$ cat config.mk
export PLATFORM = sky130hd
export DESIGN_NAME = rect_draw_engine
export DESIGN_NICKNAME = d
export VERILOG_FILES = /design/src/rtl/rect_draw_engine.sv
export SDC_FILE = /design/constraint.sdc
export NUM_CORES = 1
export LEC_CHECK = 0
export CAP_MARGIN = 10
export CORE_MARGIN = 1.5
export CORE_UTILIZATION = 33
export DETAILED_ROUTE_END_ITERATION = 8
export MAX_ROUTING_LAYER = met4
export SETUP_SLACK_MARGIN = 0.15
export SLEW_MARGIN = 20
export SYNTH_ARGS = -nofsm -noshare
export SYNTH_HDL_FRONTEND = slang
export SYNTH_SLANG_ARGS = --single-unit
$ cat constraint.sdc
create_clock -name clk -period 2.6 [get_ports clk]
set_input_delay 0.52 -clock clk [delete_from_list [all_inputs] [get_ports clk]]
set_output_delay 0.52 -clock clk [all_outputs]
set_load 0.02 [all_outputs]
$ cat src/rtl/rect_draw_engine.sv
// rect_draw_engine: sweeps a latched rectangle row-major, one clipped VGA pixel per clock
module rect_draw_engine #(
  parameter int X_W = 8,
  parameter int Y_W = 7,
  parameter int SZ_W = 6,
  parameter int COLOUR_W = 3,
  parameter int SCREEN_W = 160,
  parameter int SCREEN_H = 120,
  parameter logic [COLOUR_W-1:0] BG_COLOUR = '0
) (
  input  logic                clk,
  input  logic                reset,
  input  logic                start,
  input  logic [X_W-1:0]      x_origin,
  input  logic [Y_W-1:0]      y_origin,
  input  logic [SZ_W-1:0]     width,
  input  logic [SZ_W-1:0]     height,
  input  logic [COLOUR_W-1:0] colour,
  input  logic                erase,
  output logic                busy,
  output logic                done,
  output logic [X_W-1:0]      x_cord,
  output logic [Y_W-1:0]      y_cord,
  output logic [COLOUR_W-1:0] colourOut,
  output logic                plot
);
  typedef enum logic [1:0] {IDLE, DRAW, DONE} state_t;
  state_t state, state_next;
  logic [SZ_W-1:0] x_count, y_count, w_l, h_l;
  logic [X_W-1:0] x0_l;
  logic [Y_W-1:0] y0_l;
  logic [COLOUR_W-1:0] colour_l;
  logic erase_l;
  logic [X_W:0] x_sum;
  logic [Y_W:0] y_sum;
  logic x_last, y_last;
  assign x_last = x_count == w_l - 1'b1;
  assign y_last = y_count == h_l - 1'b1;
  assign x_sum = {1'b0, x0_l} + (X_W+1)'(x_count);
  assign y_sum = {1'b0, y0_l} + (Y_W+1)'(y_count);
  assign x_cord = x_sum[X_W-1:0];
  assign y_cord = y_sum[Y_W-1:0];
  assign busy = state != IDLE;
  assign done = state == DONE;
  assign plot = state == DRAW && x_sum < (X_W+1)'(SCREEN_W) && y_sum < (Y_W+1)'(SCREEN_H);
  assign colourOut = erase_l ? BG_COLOUR : colour_l;
  // next state: a zero-size request skips straight to DONE
  always_comb begin
    state_next = state;
    state_next = state == IDLE ? (start ? ((width != '0 && height != '0) ? DRAW : DONE) : IDLE)
               : state == DRAW ? ((x_last && y_last) ? DONE : DRAW)
               : IDLE;
  end
  // state, request latches and row-major pixel counters
  always_ff @(posedge clk) begin
    if (reset) begin
      state <= IDLE;
      x_count <= '0;
      y_count <= '0;
      x0_l <= '0;
      y0_l <= '0;
      w_l <= '0;
      h_l <= '0;
      colour_l <= '0;
      erase_l <= 1'b0;
    end else begin
      state <= state_next;
      if (state == IDLE && start) begin
        x0_l <= x_origin;
        y0_l <= y_origin;
        w_l <= width;
        h_l <= height;
        colour_l <= colour;
        erase_l <= erase;
      end
      if (state == DRAW && !(x_last && y_last)) begin
        x_count <= x_last ? '0 : x_count + 1'b1;
        y_count <= x_last ? y_count + 1'b1 : y_count;
      end else begin
        x_count <= '0;
        y_count <= '0;
      end
    end
  end
endmodule

# --- Word level (Yosys, flattened, before mapping) ---
# Cells that the tools add are included.
# W data, S select, Z words.
word_totals:
  ff_bits: 45
  inputBits: 34
  output_inout_bits: 21
  elab_cells: 41
classes:
  add_sub_neg: 6
  n_lt_le_gt_ge: 2
  n_eq_ne: 4
  muxes: 6
  n_bitwise: 1
  reduce_logical: 13
ops:
  columns: ["op", "n"]
  rows:
  - ["$add A6 B1 Y6 const B", 2]
  - ["$eq A6 B6 Y1", 2]
  - ["$reduce_bool A6 Y1", 2]
  - ["$sub A6 B1 Y6 const B", 2]
  - ["$mux W2", 5]
  - ["$add A8 B6 Y9", 1]
  - ["$lt A9 B8 Y1 const B", 1]
  - ["$add A7 B6 Y8", 1]
  - ["$lt A8 B7 Y1 const B", 1]
  - ["$logic_and A1 B1 Y1", 6]
  - ["$mux W3", 1]
  - ["$reduce_or A3 Y1", 1]
  - ["$eq A2 B1 Y1 const B", 1]
  - ["$eq A2 B2 Y1 const B", 1]
  - ["$logic_not A2 Y1", 1]
  - ["$reduce_bool A2 Y1", 1]
  - ["$reduce_or A2 Y1", 1]
  - ["$logic_not A1 Y1", 1]
  - ["$not A1 Y1", 1]

# --- Depth between registers and ports, before layout ---
# Gate-level depths: netlist of run 1.
logic_depth:
  ltp_word: 7
  ltp_mapped: 9
  mapped_depth_nobuf: 9

# --- Worst setup path after synthesis of run 1 ---
# No wires, ideal clock.
synth_path:
  path_kind: "register -> output"
  from: "register x_count[0]"
  to: "output port plot"
  t_arrival_ns: 2.392
  required_ns: 2.080
  slack_ns: -0.312
  path_stages_with_launch: 9
  n_path_buf: 0
  path_cell_list: "dfxtp_1 -> ha_1 -> fa_1 -> a21oi_1 -> o211ai_1 -> a21oi_1 -> xnor2_1 -> o21a_1 -> a211oi_1"
synth_via:
  elab_chain_len: 4
synth_rtl:
  columns: ["element", "line", "source"]
  rows:
  - ["start, declared", "29", "logic [SZ_W-1:0] x_count, y_count, w_l, h_l;"]
  - ["start signal, assigned", "77", "x_count <= x_last ? '0 : x_count + 1'b1;"]
  - ["$add A8 B6 Y9", "39", "assign x_sum = {1'b0, x0_l} + (X_W+1)'(x_count);"]
  - ["named net x_cord[6]", "22", "output logic [X_W-1:0] x_cord,"]
  - ["$lt A9 B8 Y1", "45", "assign plot = state == DRAW && x_sum < (X_W+1)'(SCREEN_W) && y_sum < (Y_W+1)'(SCREEN_H);"]
  - ["$logic_and A1 B1 Y1 (2 in a row)", "45", null]
  - ["end, declared", "25", "output logic plot"]
# The timed path passes the listed nets, and every way through them passes these cells.

# --- Final worst setup path of run 1 ---
layout_path:
  from: "register x0_l[0]"
  to: "output port plot"
layout_via:
  elab_chain_len: 4
layout_rtl:
  columns: ["element", "line", "source"]
  rows:
  - ["start, declared", "30", "logic [X_W-1:0] x0_l;"]
  - ["start signal, assigned", "69", "x0_l <= x_origin;"]
  - ["$add A8 B6 Y9", "39", null]
  - ["$lt A9 B8 Y1", "45", null]
  - ["$logic_and A1 B1 Y1 (2 in a row)", "45", null]
# Every way passes these cells.

==> results_dict.tcl, run 1 <==
set metrics [dict create \
    status "finished, violations left" \
    violations "setup timing" \
    avgViaCountPerCell 4.67 \
    syn_area_per_cell_um2 7.85 \
    start_kind "register" \
    layout_commonest_cell "nand2_1" \
    worstSetupStartpoint "x0_l[0]$_SDFFE_PP0P_" \
    grt.met2_usage 0.299 \
    skew_ps 5.78 \
    clkLatencyLatePin_ps 300 \
    drv_cap 0 \
    postRouteWirelength_mm 6.36 \
    top_usage_layer "met2" \
    worstSetupPathType "reg -> out" \
    routabilityCongestion 0.791 \
    synth_fp_nets 374 \
    port_buffers 54 \
    die_y_um 90.5 \
    core_um2 7330 \
    whs_ps 457 \
    synth_edf_count 0 \
    ys_top_cells_by_area "dfxtp_1, nand2_1, a21oi_1" \
    drc 0 \
    min_path_type "reg -> reg" \
    grt_pass1_wl_mm 11.0 \
    final_cell_mix "nand2_1, buf_4, clkdlybuf4s50_1, a21oi_1, dfxtp_1" \
    setup_viol 2 \
    netlist_area_um2 2530 \
    drive_above_1_share 0.239 \
    ctsRootBufferMaster "clkbuf_8" \
    final_nets 466 \
    power_density_nw_per_um2 423 \
    numCtsBuffers 5 \
    grt_antenna_before_repair 0 \
    whs_path_depth 2 \
    worst-r2r-cell-count 7 \
    dr.pass1.iters 4 \
    rows 31 \
    r2r_end "y_count[3]$_SDFFE_PP0P_" \
    ir_worst_vdd_mv 0.152 \
    die_w_um 90.5 \
    met1_usage 0.192 \
    synth_cells 322 \
    async_flop_share 0 \
    dieArea_um2 8190 \
    clk_pin_slew_ps 80 \
    dp_hpwl_mm 4.75 \
    endpoint_kind "primary output" \
    period_needed_ps 2820 \
    fmax_mhz 354 \
    groute.usage.overall 0.169 \
    clock-sinks 45 \
    antenna_cells 0 \
    ys_types 44 \
    yosysTopAreaCell "dfxtp_1" \
    htreeDepth 2 \
    fin_crit_sh 1.09 \
    slew_viol_final 0 \
    rrSetupSlack_ps 300 \
    yosys_register_bits 45 \
    tns_ps -258 \
    max_slew_margin 0.701 \
    p_leak_uw 0.00152 \
    pre_cts_slack_ps -397 \
    yosys_warnings 0 \
    wl_per_cell_um 12.4 \
    timing.rr.start "w_l[1]$_SDFFE_PP0P_" \
    start_util 0.345 \
    finalHoldViolCount 0 \
    rsz0062_at_grt "yes" \
    ys_seq_area_frac 0.356 \
    met3_usage 0.0396 \
    num_vias 2398 \
    worst-path-max-fanout 2 \
    required_ps 2080 \
    grt_max_degree 33 \
    cts_tree "built" \
    worstSetupEndpoint "plot" \
    first_iter_violations 60 \
    tightest_slew_ps 438 \
    grt_overflow_total 0 \
    clk_path_buf_depth 2 \
    critPathArrivalTime_ps 2300 \
    io_pins 55 \
    min_from "colour_l[1]$_SDFFE_PP0P_" \
    drtAntennaViolNets 0 \
    ys.flop_type "dfxtp_1" \
    layout_setup_ws_ps -223 \
    hold_buffers 0 \
    syn_to_final_growth_pct 49.0 \
    grt_pass1_vias 2454 \
    synth_top_area_share 0.356 \
]
## registers in the layout, indices dropped and copies added (netlist names)
register / cells
colour_l: 3
erase_l: 1
h_l: 6
state: 2
w_l: 6
x0_l: 8
x_count: 6
y0_l: 7
y_count: 6
## cells in the mapped netlist, types with 4 or more instances
cell type,count
nor2b_1,6
nand3_1,4
o21ai_0,8
a21oi_1,44
xnor2_1,22
nor2_1,19
ha_1,16
xor2_1,7
dfxtp_1,45
nand2_1,73
inv_1,17
clkbuf_1,11
## final cells by class
| type | instances | area (um^2) |
|---|---|---|
| clock buffers | 7 | 86.3 |
| fillers | 714 | 3560 |
| inverters | 17 | 63.8 |
| multi-input cells | 247 | 1720 |
| flip-flops and latches | 45 | 922 |
| well taps | 99 | 124 |
| repair buffers | 98 | 855 |
## how the worst min path moves through the flow
stage	slack [ps]	end
after global routing	490	colour_l[2]$_SDFFE_PP0P_
after floorplan	430	colour_l[0]$_SDFFE_PP0P_
after CTS	460	colour_l[1]$_SDFFE_PP0P_
final	460	colour_l[1]$_SDFFE_PP0P_
after detailed placement	450	colour_l[1]$_SDFFE_PP0P_
after global placement	440	colour_l[1]$_SDFFE_PP0P_
## cell families after synthesis
logic type,share of synthesized area
AO/OA/AOI/OAI,0.184
XOR/XNOR,0.100
adder cells (fa/ha/maj),0.0950
buffers and inverters,0.0450
flip-flops,0.356
AND/OR/NAND/NOR,0.219
## critical path, stage by stage, from the launching register on
cell	delay, ps
dfxtp_2	340
ha_4	160
fa_2	370
a21oi_2	160
o211ai_1	110
a21oi_2	150
buf_4	130
xnor2_2	60
o21a_1	200
a211oi_4	180
buf_6	150
## metrics by stage
step	instances	total power [uW]	instance area (um^2)	utilization
2_1_floorplan	322	993	2640	-
3_3_place_gp	502	1150	3550	0.484
3_5_place_dp	502	1160	3550	0.484
4_1_cts	511	1610	3710	0.506
5_1_grt	513	1690	3770	0.514
6_report	513	1590	3770	0.514
## power by group
group          switching, uW  leakage, uW  total [uW]  internal (uW)
clock                    234    0.0000443         445            211
sequential              33.6     0.000373         758            724
combinational            191      0.00110         390            199
total                    459      0.00152        1590           1130
## routing by layer
layer	up-vias	part of all wire
li1	1270	-
met1	1085	0.46
met2	33	0.49
met3	10	0.034
met4	0	0.013
met5	-	0
## timing repair
item | 4_1_cts | 5_1_grt
pin swaps | 6 | 9
endpoints found under the setup margin | 14 | 16
gates cloned | 0 | 0
resized for setup | 60 | 16
setup buffers | 2 | 2
(Power assumes the default switching activity.)
==> inputs of run 2 (changes only) <==
--- a/config.mk
+++ b/config.mk
@@ -9,8 +9,10 @@
 export CORE_MARGIN = 1.5
 export CORE_UTILIZATION = 33
 export DETAILED_ROUTE_END_ITERATION = 8
+export GPL_ROUTABILITY_DRIVEN = 0
 export MAX_ROUTING_LAYER = met4
 export SETUP_SLACK_MARGIN = 0.15
+export SKIP_CTS_REPAIR_TIMING = 1
 export SLEW_MARGIN = 20
 export SYNTH_ARGS = -nofsm -noshare
 export SYNTH_HDL_FRONTEND = slang
==> run 2 against run 1 <==
Effect of this change:
- the run still ends with setup timing left
- clock skew about the same
- sequential cell count did not move
- utilization up 0.43 points
- worst setup slack worse by 18 ps
- clock-buffer cell count unchanged
- first-iteration DRC count fell by 20%
- non-clock buffer count is 1 lower
- critical endpoint unchanged
==> results_dict.tcl, run 2 (synthesis gave the netlist of run 1 again) <==
set metrics [dict create \
    endpoint_kind "primary output" \
    wl_per_cell_um 12.4 \
    grt_pass1_wl_mm 10.9 \
    drc 0 \
    largest-register "x0_l" \
    grt_max_degree 33 \
    critPathArrivalTime_ps 2320 \
    min_path_type "reg -> reg" \
    clk_pin_slew_ps 80 \
    drive_above_1_share 0.240 \
    core_um2 7330 \
    ctsRootBufferMaster "clkbuf_8" \
    ir_worst_vdd_mv 0.163 \
    worst-path-max-fanout 2 \
    dr.pass1.iters 4 \
    setup_viol 3 \
    start_kind "register" \
    fmax_mhz 352 \
    first_iter_violations 48 \
    cp_slowest_cell "fa_2" \
    skew_ps 5.35 \
    cts_tree "built" \
    fin_crit_sh 1.09 \
    dp_hpwl_mm 4.75 \
    sw_frac_of_total 0.288 \
    finalHoldViolCount 0 \
    numCtsBuffers 5 \
    p_leak_uw 0.00159 \
    syn_to_final_growth_pct 50.2 \
    avgViaCountPerCell 4.70 \
    p_sw_uw 461 \
    clkLatencyLatePin_ps 300 \
    critPathTopFamily "compound AO/OA/AOI/OAI gates" \
    port_buffers 54 \
    max_stage_delay_ps 370 \
    p_seq_frac 0.474 \
    cp_cell_sequence "ha_4, fa_2, a21oi_2, o211ai_1, a21oi_2, buf_4, xnor2_2, o21a_1, a211oi_4, buf_6" \
    io_pins 55 \
    rows 31 \
    final_cell_mix "nand2_1, buf_4, clkdlybuf4s50_1, a21oi_1, dfxtp_1" \
    layout_setup_ws_ps -241 \
    period_needed_ps 2840 \
    die_w_um 90.5 \
    num_vias 2408 \
    status "finished, violations left" \
    postRouteWirelength_mm 6.35 \
    dr_wl_met2_mm 3.13 \
    reg_top3 "x0_l: 8 flops, y0_l: 7 flops" \
    grt_overflow_total 0 \
    power.internal_uw 1140 \
    layout_commonest_cell "nand2_1" \
    regArea_um2 926 \
    drv_cap 0 \
    final_nets 465 \
    required_ps 2080 \
    drtAntennaViolNets 0 \
    path_common_cell "a21oi_2" \
    rsz0062_at_grt "yes" \
    grt_pass1_vias 2420 \
    max_slew_margin 0.701 \
    pwr-share-clk 0.279 \
    violations "setup timing" \
    die_y_um 90.5 \
    utilization 0.518 \
    combPwrFrac 0.247 \
    multi_input_area_um2 1720 \
    power_density_nw_per_um2 421 \
    tns_ps -282 \
    largest_reg_flops 8 \
    wl_met3_um 211 \
    slew_viol_final 0 \
    pre_cts_slack_ps -397 \
    whs_ps 458 \
    groute.usage.overall 0.166 \
    tightest_slew_ps 438 \
    clk_path_buf_depth 2 \
    worstSetupPathType "reg -> out" \
    dieArea_um2 8190 \
    m1WireLength_mm 2.91 \
    htreeDepth 2 \
    top_layer_used "met4" \
    grt_antenna_before_repair 0 \
    antenna_cells 0 \
    start_util 0.345 \
    fillCellCount 700 \
    crit_buf_inv 2 \
    clock-sinks 45 \
]
run 2: cell types whose count changed in the layout (fill, tap and decap cells not counted):
cell / delta
dlymetal6s2s_1: +6
buf_4: -4
dlygate4sd2_1: -4
buf_6: +1
dfxtp_1: -1
dfxtp_4: +1
nand2_1: -1
nand2_2: +1
o21ai_1: -1
o21ai_2: +1
run 2: worst paths after layout:
| kind | cells after the start | slack [ps] | from | to |
|---|---|---|---|---|
| hold reg to reg | 2 | 460 | colour_l[1]$_SDFFE_PP0P_ | colour_l[1]$_SDFFE_PP0P_ |
| setup / recovery | 10 | -240 | x0_l[0]$_SDFFE_PP0P_ | plot |
| hold / removal | 2 | 460 | colour_l[1]$_SDFFE_PP0P_ | colour_l[1]$_SDFFE_PP0P_ |
| setup reg to reg | 7 | 300 | w_l[1]$_SDFFE_PP0P_ | y_count[3]$_SDFFE_PP0P_ |
run 2: tightest hold or removal path, delay by kind of cell (launching register included):
family | cells | cell delay (ps)
compound gates | 1 | 50
flops | 1 | 310
simple gates | 1 | 50
run 2: final cells by class:
cell class / instances / share of cell area
multi-input combinational: 247 / 0.453
tap: 99 / 0.0326
timing repair buffer: 97 / 0.231
clock buffer: 7 / 0.0227
inverter: 17 / 0.0168
sequential: 45 / 0.244
run 2: per-layer routing:
metal,up-vias,GRT usage
met5,-,-
met4,0,0.0384
met3,10,0.0396
met2,35,0.291
met1,1097,0.191
li1,1266,-
run 2: metrics by stage:
step / std cells / area, um^2 / total power [uW]
6_report: 512 / 3800 / 1600
5_1_grt: 512 / 3800 / 1690
4_1_cts: 509 / 3640 / 1610
3_5_place_dp: 502 / 3550 / 1160
3_3_place_gp: 502 / 3550 / 1150
2_1_floorplan: 322 / 2640 / 993
run 2: power by group through the flow:
stage / Combinational (uW) / Sequential [uW] / Clock, uW
finish: 395 / 757 / 446
global placement: 383 / 771 / 0
CTS: 390 / 756 / 461
floorplan: 227 / 766 / 0
detailed placement: 388 / 773 / 0
global route: 436 / 763 / 495
